--- config.mk ---
export PLATFORM = sky130hd
export DESIGN_NAME = multi_task_fifo
export DESIGN_NICKNAME = d
export VERILOG_FILES = /design/src/rtl/multi_task_fifo.sv
export SDC_FILE = /design/constraint.sdc
export NUM_CORES = 2
export LEC_CHECK = 0
export ABC_AREA = 1
export ABC_CLOCK_PERIOD_IN_PS = 10100
export CORE_UTILIZATION = 30
export CTS_CLUSTER_SIZE = 16
export DETAILED_ROUTE_END_ITERATION = 12
export HOLD_SLACK_MARGIN = 0.1
export SYNTH_ARGS = -nofsm -noshare
export SYNTH_HDL_FRONTEND = slang
export SYNTH_SLANG_ARGS = --single-unit
--- constraint.sdc ---
create_clock -name clk -period 10.1 [get_ports clk]
set_input_delay 2.02 -clock clk [delete_from_list [all_inputs] [get_ports clk]]
set_output_delay 2.02 -clock clk [all_outputs]
set_load 0.01 [all_outputs]
--- src/rtl/multi_task_fifo.sv ---
`default_nettype none
// ============================================================================
// Module   : multi_task_fifo
// Brief    : NCH independent task queues sharing one NCH x DEPTH storage
//            array. One write and one read port, each steered per cycle.
//            Adds write-through bypass on empty queues, per-channel
//            occupancy/flags, and drop/underflow pulses.
// Revision : 1.0 - initial release
// ============================================================================
module multi_task_fifo #(
  parameter  int DW     = 46,
  parameter  int NCH    = 4,
  parameter  int DEPTH  = 8,
  parameter  int AF_LVL = 6,
  localparam int CHW    = $clog2(NCH),
  localparam int AW     = $clog2(DEPTH)
) (
  input  logic                  clk,
  input  logic                  rst,
  input  logic                  wr_en,
  input  logic [CHW-1:0]        wr_ch,
  input  logic [DW-1:0]         wr_data,
  input  logic                  rd_en,
  input  logic [CHW-1:0]        rd_ch,
  output logic [DW-1:0]         rd_data,
  output logic                  rd_valid,
  output logic [NCH-1:0]        empty,
  output logic [NCH-1:0]        full,
  output logic [NCH-1:0]        almost_full,
  output logic [NCH*(AW+1)-1:0] count,
  output logic                  wr_drop,
  output logic                  rd_underflow
);

  localparam logic [AW:0] C_FULL_CNT = (AW+1)'(DEPTH);
  localparam logic [AW:0] C_AF_CNT   = (AW+1)'(AF_LVL);

  // Shared storage; address is {channel, pointer}. Not reset.
  logic [DW-1:0] mem [NCH*DEPTH];

  logic [AW-1:0] wr_ptr_q [NCH];
  logic [AW-1:0] wr_ptr_d [NCH];
  logic [AW-1:0] rd_ptr_q [NCH];
  logic [AW-1:0] rd_ptr_d [NCH];
  logic [AW:0]   cnt_q    [NCH];
  logic [AW:0]   cnt_d    [NCH];

  logic [DW-1:0] rd_data_q,      rd_data_d;
  logic          rd_valid_q,     rd_valid_d;
  logic          wr_drop_q,      wr_drop_d;
  logic          rd_underflow_q, rd_underflow_d;

  logic          w_wr_ch_ok;
  logic          w_rd_ch_ok;
  logic [AW:0]   w_wr_cnt_sel;
  logic [AW:0]   w_rd_cnt_sel;
  logic [AW-1:0] w_wr_ptr_sel;
  logic [AW-1:0] w_rd_ptr_sel;
  logic          w_same;
  logic          w_wr_full;
  logic          w_wr_empty;
  logic          w_rd_empty;
  logic          w_wa;
  logic          w_ra;
  logic          w_bypass;
  logic [CHW+AW-1:0] w_wr_addr;
  logic [CHW+AW-1:0] w_rd_addr;

  // Channel selects beyond NCH only exist when NCH is not a power of two.
  if (NCH == (1 << CHW)) begin : g_ch_pow2
    assign w_wr_ch_ok = 1'b1;
    assign w_rd_ch_ok = 1'b1;
  end else begin : g_ch_range
    assign w_wr_ch_ok = ({1'b0, wr_ch} < (CHW+1)'(NCH));
    assign w_rd_ch_ok = ({1'b0, rd_ch} < (CHW+1)'(NCH));
  end

  // Pick the addressed channel's count and pointer for each port.
  always_comb begin
    w_wr_cnt_sel = '0;
    w_rd_cnt_sel = '0;
    w_wr_ptr_sel = '0;
    w_rd_ptr_sel = '0;
    for (int c = 0; c < NCH; c++) begin
      if (wr_ch == CHW'(c)) begin
        w_wr_cnt_sel = cnt_q[c];
        w_wr_ptr_sel = wr_ptr_q[c];
      end
      if (rd_ch == CHW'(c)) begin
        w_rd_cnt_sel = cnt_q[c];
        w_rd_ptr_sel = rd_ptr_q[c];
      end
    end
  end

  assign w_same     = wr_en & rd_en & (wr_ch == rd_ch);
  assign w_wr_full  = (w_wr_cnt_sel == C_FULL_CNT);
  assign w_wr_empty = (w_wr_cnt_sel == '0);
  assign w_rd_empty = (w_rd_cnt_sel == '0);
  // A same-channel pair is always accepted on a valid channel: on a full
  // queue the read frees the slot the write fills, on an empty one the word
  // is forwarded straight to the read port.
  assign w_wa       = wr_en & w_wr_ch_ok & (~w_wr_full  | w_same);
  assign w_ra       = rd_en & w_rd_ch_ok & (~w_rd_empty | w_same);
  assign w_bypass   = w_same & w_wr_ch_ok & w_wr_empty;
  assign w_wr_addr  = {wr_ch, w_wr_ptr_sel};
  assign w_rd_addr  = {rd_ch, w_rd_ptr_sel};

  // Next-state for pointers, counts and the registered read/error outputs.
  always_comb begin
    wr_ptr_d       = wr_ptr_q;
    rd_ptr_d       = rd_ptr_q;
    cnt_d          = cnt_q;
    for (int c = 0; c < NCH; c++) begin
      logic inc;
      logic dec;
      inc = w_wa & ~w_bypass & (wr_ch == CHW'(c));
      dec = w_ra & ~w_bypass & (rd_ch == CHW'(c));
      if (inc) wr_ptr_d[c] = wr_ptr_q[c] + AW'(1);
      if (dec) rd_ptr_d[c] = rd_ptr_q[c] + AW'(1);
      cnt_d[c] = cnt_q[c] + (AW+1)'(inc) - (AW+1)'(dec);
    end
    rd_valid_d     = w_ra;
    rd_data_d      = '0;
    if (w_ra) begin
      rd_data_d = w_bypass ? wr_data : mem[w_rd_addr];
    end
    wr_drop_d      = wr_en & ~w_wa;
    rd_underflow_d = rd_en & ~w_ra;
  end

  // Storage write; a bypassed word never lands in memory.
  always_ff @(posedge clk) begin
    if (w_wa && !w_bypass) begin
      mem[w_wr_addr] <= wr_data;
    end
  end

  // Control and output registers, cleared asynchronously.
  always_ff @(posedge clk or negedge rst) begin
    if (!rst) begin
      wr_ptr_q       <= '{default: '0};
      rd_ptr_q       <= '{default: '0};
      cnt_q          <= '{default: '0};
      rd_data_q      <= '0;
      rd_valid_q     <= 1'b0;
      wr_drop_q      <= 1'b0;
      rd_underflow_q <= 1'b0;
    end else begin
      wr_ptr_q       <= wr_ptr_d;
      rd_ptr_q       <= rd_ptr_d;
      cnt_q          <= cnt_d;
      rd_data_q      <= rd_data_d;
      rd_valid_q     <= rd_valid_d;
      wr_drop_q      <= wr_drop_d;
      rd_underflow_q <= rd_underflow_d;
    end
  end

  // Per-channel flags decoded from the registered counts.
  for (genvar c = 0; c < NCH; c++) begin : g_flags
    assign empty[c]                   = (cnt_q[c] == '0);
    assign full[c]                    = (cnt_q[c] == C_FULL_CNT);
    assign almost_full[c]             = (cnt_q[c] >= C_AF_CNT);
    assign count[c*(AW+1) +: (AW+1)]  = cnt_q[c];
  end

  assign rd_data      = rd_data_q;
  assign rd_valid     = rd_valid_q;
  assign wr_drop      = wr_drop_q;
  assign rd_underflow = rd_underflow_q;

endmodule
`default_nettype wire

# Yosys cells after proc, flatten, opt, wreduce, memory -nomap -nowiden
# Memories as Yosys holds them, arrays and structs flattened.
# Index checks and enable logic that the tools add are counted.
# totals
register_bits,89
ram_bits,1472
mem_count,1
# classes
add_sub_neg,16
magnitude_cmp,4
n_eq_ne,12
muxes,20
bitwise,24
reduce_logical,10
# memory_table
memory,depth,word_bits,read_ports,rd_clocked_by_memory_dff,write_ports,line_no,source
mem,32,46,1,0,1,39,logic [DW-1:0] mem [NCH*DEPTH];
# ops
cell,n
two-way mux 46 bit,2
two-way mux 4 bit,8
"adder 3 x 1 -> 3 bit, second input constant",8
zero test 4 bit,6
two-way mux 3 bit,8
"== test 4 bit, second input constant",5
bitwise AND 1 bit,17
adder 4 x 1 -> 4 bit,4
"greater-or-equal comparator 4 x 3 -> 1 bit, second input constant",4
subtractor 4 x 1 -> 4 bit,4
"== test 2 bit, second input constant",4
inverter 1 bit,5
"== test 2 x 1 -> 1 bit, second input constant",2
zero test 2 bit,2
== test 2 bit,1
two-way mux 1 bit,2
bitwise OR 1 bit,2
logical AND 1 bit,1
zero test 1 bit,1

# Depth between registers and ports, before layout
# logic_depth
depth_word,13
ltp_mapped,17
depth_no_buf,16

# Worst setup path after synthesis
# OpenSTA, ideal clock, no wires.
# synth_timing
kind,input port to flip-flop
startpoint,input port rd_ch[0]
endpoint,"memory mem[11][0], enable pin"
setup_ns,0.506
arrival_time_ns,6.106
path_slack_ns,3.487
path_stages,10
n_path_buf,1
cell_sequence,buf_4 > inv_2 > nor2_1 > nor3_1 > a21oi_1 > nand3_1 > nand3_2 > inv_1 > nand2_1 > nor3_1
# synth_between
elab_chain_len,7
elab_cells_between_ends,9
# synth_lines
item,line_no,source
start: declaration,24,"input logic [CHW-1:0] rd_ch,"
== test 2 bit *,96,assign w_same = wr_en & rd_en & (wr_ch == rd_ch);
bitwise AND 1 bit *,96,
bitwise OR 1 bit / bitwise AND 1 bit (equally long branches),"103, 105",
bitwise AND 1 bit / zero test 1 bit (equally long branches),"103, 134",
logical AND 1 bit *,134,if (w_wa && !w_bypass) begin
two-way mux 1 bit *,134,
two-way mux 1 bit (not written as such) *,135,mem[w_wr_addr] <= wr_data;
end: declaration,39,
# Mark *: on every way between the ends. The rest lies on a longest branch, timed or not.

==> results.yml <==
run_status:
  status: "completed"
min_path:
  hold_path_class: "reg -> reg"
  holdCritStartpoint: "rd_ptr_q[11]$_DFFE_PN0P_"
  timing.hold.worst_path_depth: 2
  min_delay_worst_endpoint: "rd_ptr_q[11]$_DFFE_PN0P_"
sta:
  fmax_mhz: 159
  worst_clock_skew_on_the_final_layout_ps: 26.8
  tightestPinTransition_ps: 1270
  max_slew_margin_pct: 14.8
  timing.final.crit_period_ps: 6290
  whs_ps: 468
  finalCritPeriodShare_pct: 62.2
  setup_violations: 0
  rsz0062_at_grt: "no"
  slew_viol_final: 0
  totalNegativeSetupSlack_ps: 0
  final_number_of_hold_violating_endpoints: 0
logic_synthesis:
  yosys_warnings: 0
  library_cells_used_by_synthesis: 31
  synth-edff-count: 1472
  synth.ff_latch_count: 1561
  fraction_of_synthesized_cell_area_taken_by_the_top_area_cell_type_pct: 70.1
  synthMostInstantiatedCell: "sky130_fd_sc_hd__nand2_1"
  synth_seq_area_share_pct: 73.7
  async_reset_ff_share_pct: 5.70
  post_synth_and_or_nand_nor_area_fraction_pct: 21.6
  largest_family_of_logic_cells_by_synthesized_area: "simple AND/OR/NAND/NOR gates"
  synth_fa_ha_area_share_pct: 0.842
  netlist_top_cells_count: "sky130_fd_sc_hd__nand2_1 (1,656), sky130_fd_sc_hd__edfxtp_1 (1,472), sky130_fd_sc_hd__nand3_1 (1,303)"
  synth_compound_area_share_pct: 0.597
  synth_mux_area_share_pct: 0
  post_synthesis_cell_count: 5268
  syn_avg_cell_area_um2: 12.0
  synth.top_cells.by_area: "sky130_fd_sc_hd__edfxtp_1 (70%), sky130_fd_sc_hd__nand3_1 (10%), sky130_fd_sc_hd__nand2_1 (9.9%), sky130_fd_sc_hd__dfrtp_1 (3.5%), sky130_fd_sc_hd__buf_2 (1.7%)"
  synth_top_cell_by_area: "sky130_fd_sc_hd__edfxtp_1"
  post_synth_xor_xnor_area_pct: 0.250
  synthesized_netlist_net_count: 5362
  synthFlopType: "sky130_fd_sc_hd__edfxtp_1"
  synthesis.area_um2: 63000
grt:
  gr-usage-all-layers_pct: 17.0
  overflow: 0
  grt_max_degree: 206
  grt_first_pass_wirelength_um: 271000
  antenna_violations_before_repair: 6
  first_global_vias: 40100
drt:
  route.vias.total: 41200
  via_density_per_instance: 4.98
  wl_per_cell_um: 22.1
  ant_nets: 0
  dr.pass1.iters: 5
  post-route-drc-count: 0
  detailedRoute.firstIterationViolations: 4834
  postRouteWirelength_um: 183000
final_layout:
  sequential_cell_area_um2: 46400
  syn2layout_area_growth_pct: 15.2
  multi_input_area_um2: 14900
  layout.nets: 5437
  fillers: 20100
  drive_above_1_share_pct: 6.91
critical_path:
  rrSetupSlack_ps: 5340
  rr_startpoint: "count[9]$_DFF_PN0_"
  critical_path.max_fanout: 48
  worst-setup-path-type: "in -> reg"
  timing.critical_path.to_type: "register"
  worstPathRequired_ps: 10780
  cp_data_arrival_time_ps: 6960
  worst-r2r-cell-count: 16
  r2r_end: "count[6]$_DFF_PN0_"
  critical_path.startpoint_type: "input port"
clock_network:
  clk_transition_reported_paths_ps: 50
  clock_insertion_delay_worst_skew_ps: 800
  cts.htree.levels: 4
  cts.path.max_buffers: 3
  numCtsBuffers: 163
  clkSinkCount: 1561
  clockRootBuffer: "sky130_fd_sc_hd__clkbuf_16"
  cts_tree: "yes"
  ctsResizeCount: 0
  cts_setup_buffers: 0
  cts_hold_buffers: 0
flow_run:
  max_cap_viol_count: 0
die:
  chip_height_um: 460
  num_rows: 167
  die_w_um: 460
  initial_core_util_pct: 30.3
  die_area_um2: 212000
  core_area_um2: 208000
  top_level_ports: 131
placement:
  globalplace.congestion: 0.793
  detailed_place_hpwl_um: 91200
  placement.io_buffers: 130
power:
  power_density_nw_per_um2: 245
  vdd_ir_drop_max_uv: 163
  static-leakage-power_nw: 25.6
[critical path, stage by stage]
cell,delay (ps)
sky130_fd_sc_hd__clkdlybuf4s50_1,650
sky130_fd_sc_hd__inv_2,100
sky130_fd_sc_hd__nor2_1,270
sky130_fd_sc_hd__nand2_1,100
sky130_fd_sc_hd__nand4_1,80
sky130_fd_sc_hd__o21ai_1,120
sky130_fd_sc_hd__nand3_4,660
sky130_fd_sc_hd__clkinv_2,840
sky130_fd_sc_hd__nor2_1,560
sky130_fd_sc_hd__nand2_1,210
sky130_fd_sc_hd__inv_2,130
sky130_fd_sc_hd__ha_1,230
sky130_fd_sc_hd__inv_1,60
sky130_fd_sc_hd__ha_1,150
sky130_fd_sc_hd__inv_1,60
sky130_fd_sc_hd__fa_1,400
sky130_fd_sc_hd__xnor2_1,140
[final cells by class]
cell class,count,area share (%)
flip-flops and latches,1561,64.0
well taps,2788,4.80
multi-input cells,3305,20.6
inverters,83,0.446
diodes,1,0.00345
repair buffers,229,3.02
clock inverters,64,1.00
clock buffers,232,6.19
[routing by layer]
| layer | global-route usage, % | part of all wire [%] | routed length, µm |
|---|---|---|---|
| met4 | 5.14 | 2.5 | 4510 |
| met3 | 2.70 | 7.5 | 13800 |
| met5 | 0 | 0.017 | 31 |
| met1 | 23.1 | 42 | 76700 |
| met2 | 27.9 | 48 | 87700 |
[registers in the layout, summed over array words and instances (netlist names)]
name	flops
mem	1472
rd_data	46
count	16
rd_ptr_q	12
wr_ptr_q	12
rd_underflow	1
rd_valid	1
wr_drop	1
[cell families after synthesis]
kind of cell             Yosys count
adder cells (fa/ha/maj)           40
AND/OR/NAND/NOR                 3175
buffers and inverters            402
flip-flops                      1561
XOR/XNOR                          18
AO/OA/AOI/OAI                     72
[power breakdown]
part	switching (W)	total (W)	internal [W]
combinational	0.00302	0.00429	0.00127
sequential	0.000162	0.00757	0.00741
clock	0.00254	0.00591	0.00337
[cell usage in the layout, fill, tap and decap left out, drive strengths merged]
cell           instances
clkinv                50
dfrtp                 89
o31ai                  2
nand2               1658
bufinv                10
o21a                   1
a21oi                  6
nor3                   8
fa                     4
clkinvlp               2
a22o                   1
xor2                   7
o21ai                 60
ha                    36
inv                   85
or2                    1
nand4                  4
clkdlybuf4s50        128
xnor2                 11
nor2                 200
edfxtp              1472
diode                  1
buf                  101
clkbuf               232
nand3               1304
o211ai                 2
[worst max path at each step]
stage                       endpoint  cells after the start     start
2_1_floorplan   mem[11][0]$_DFFE_PP_                     10  rd_ch[0]
3_3_place_gp      count[6]$_DFF_PN0_                     17  wr_ch[0]
3_5_place_dp      count[6]$_DFF_PN0_                     17  wr_ch[0]
4_1_cts        mem[10][32]$_DFFE_PP_                     12  wr_ch[0]
5_1_grt           count[5]$_DFF_PN0_                     17  wr_ch[0]
6_report          count[6]$_DFF_PN0_                     17  wr_ch[0]
[through the flow]
stage                     cells  utilization [%]  power (W)  instance area (µm²)  worst slack, ps
after floorplan            5268                -     0.0105                63000             3490
after global placement     7966             32.4     0.0119                67400             3060
after detailed placement   7966             32.4     0.0120                67400             3040
after CTS                  8262             34.9     0.0179                72600             3910
after global routing       8262             34.9     0.0186                72600             3600
final                      8263             34.9     0.0178                72600             3810
No activity file was read; power rests on OpenSTA's default activity.
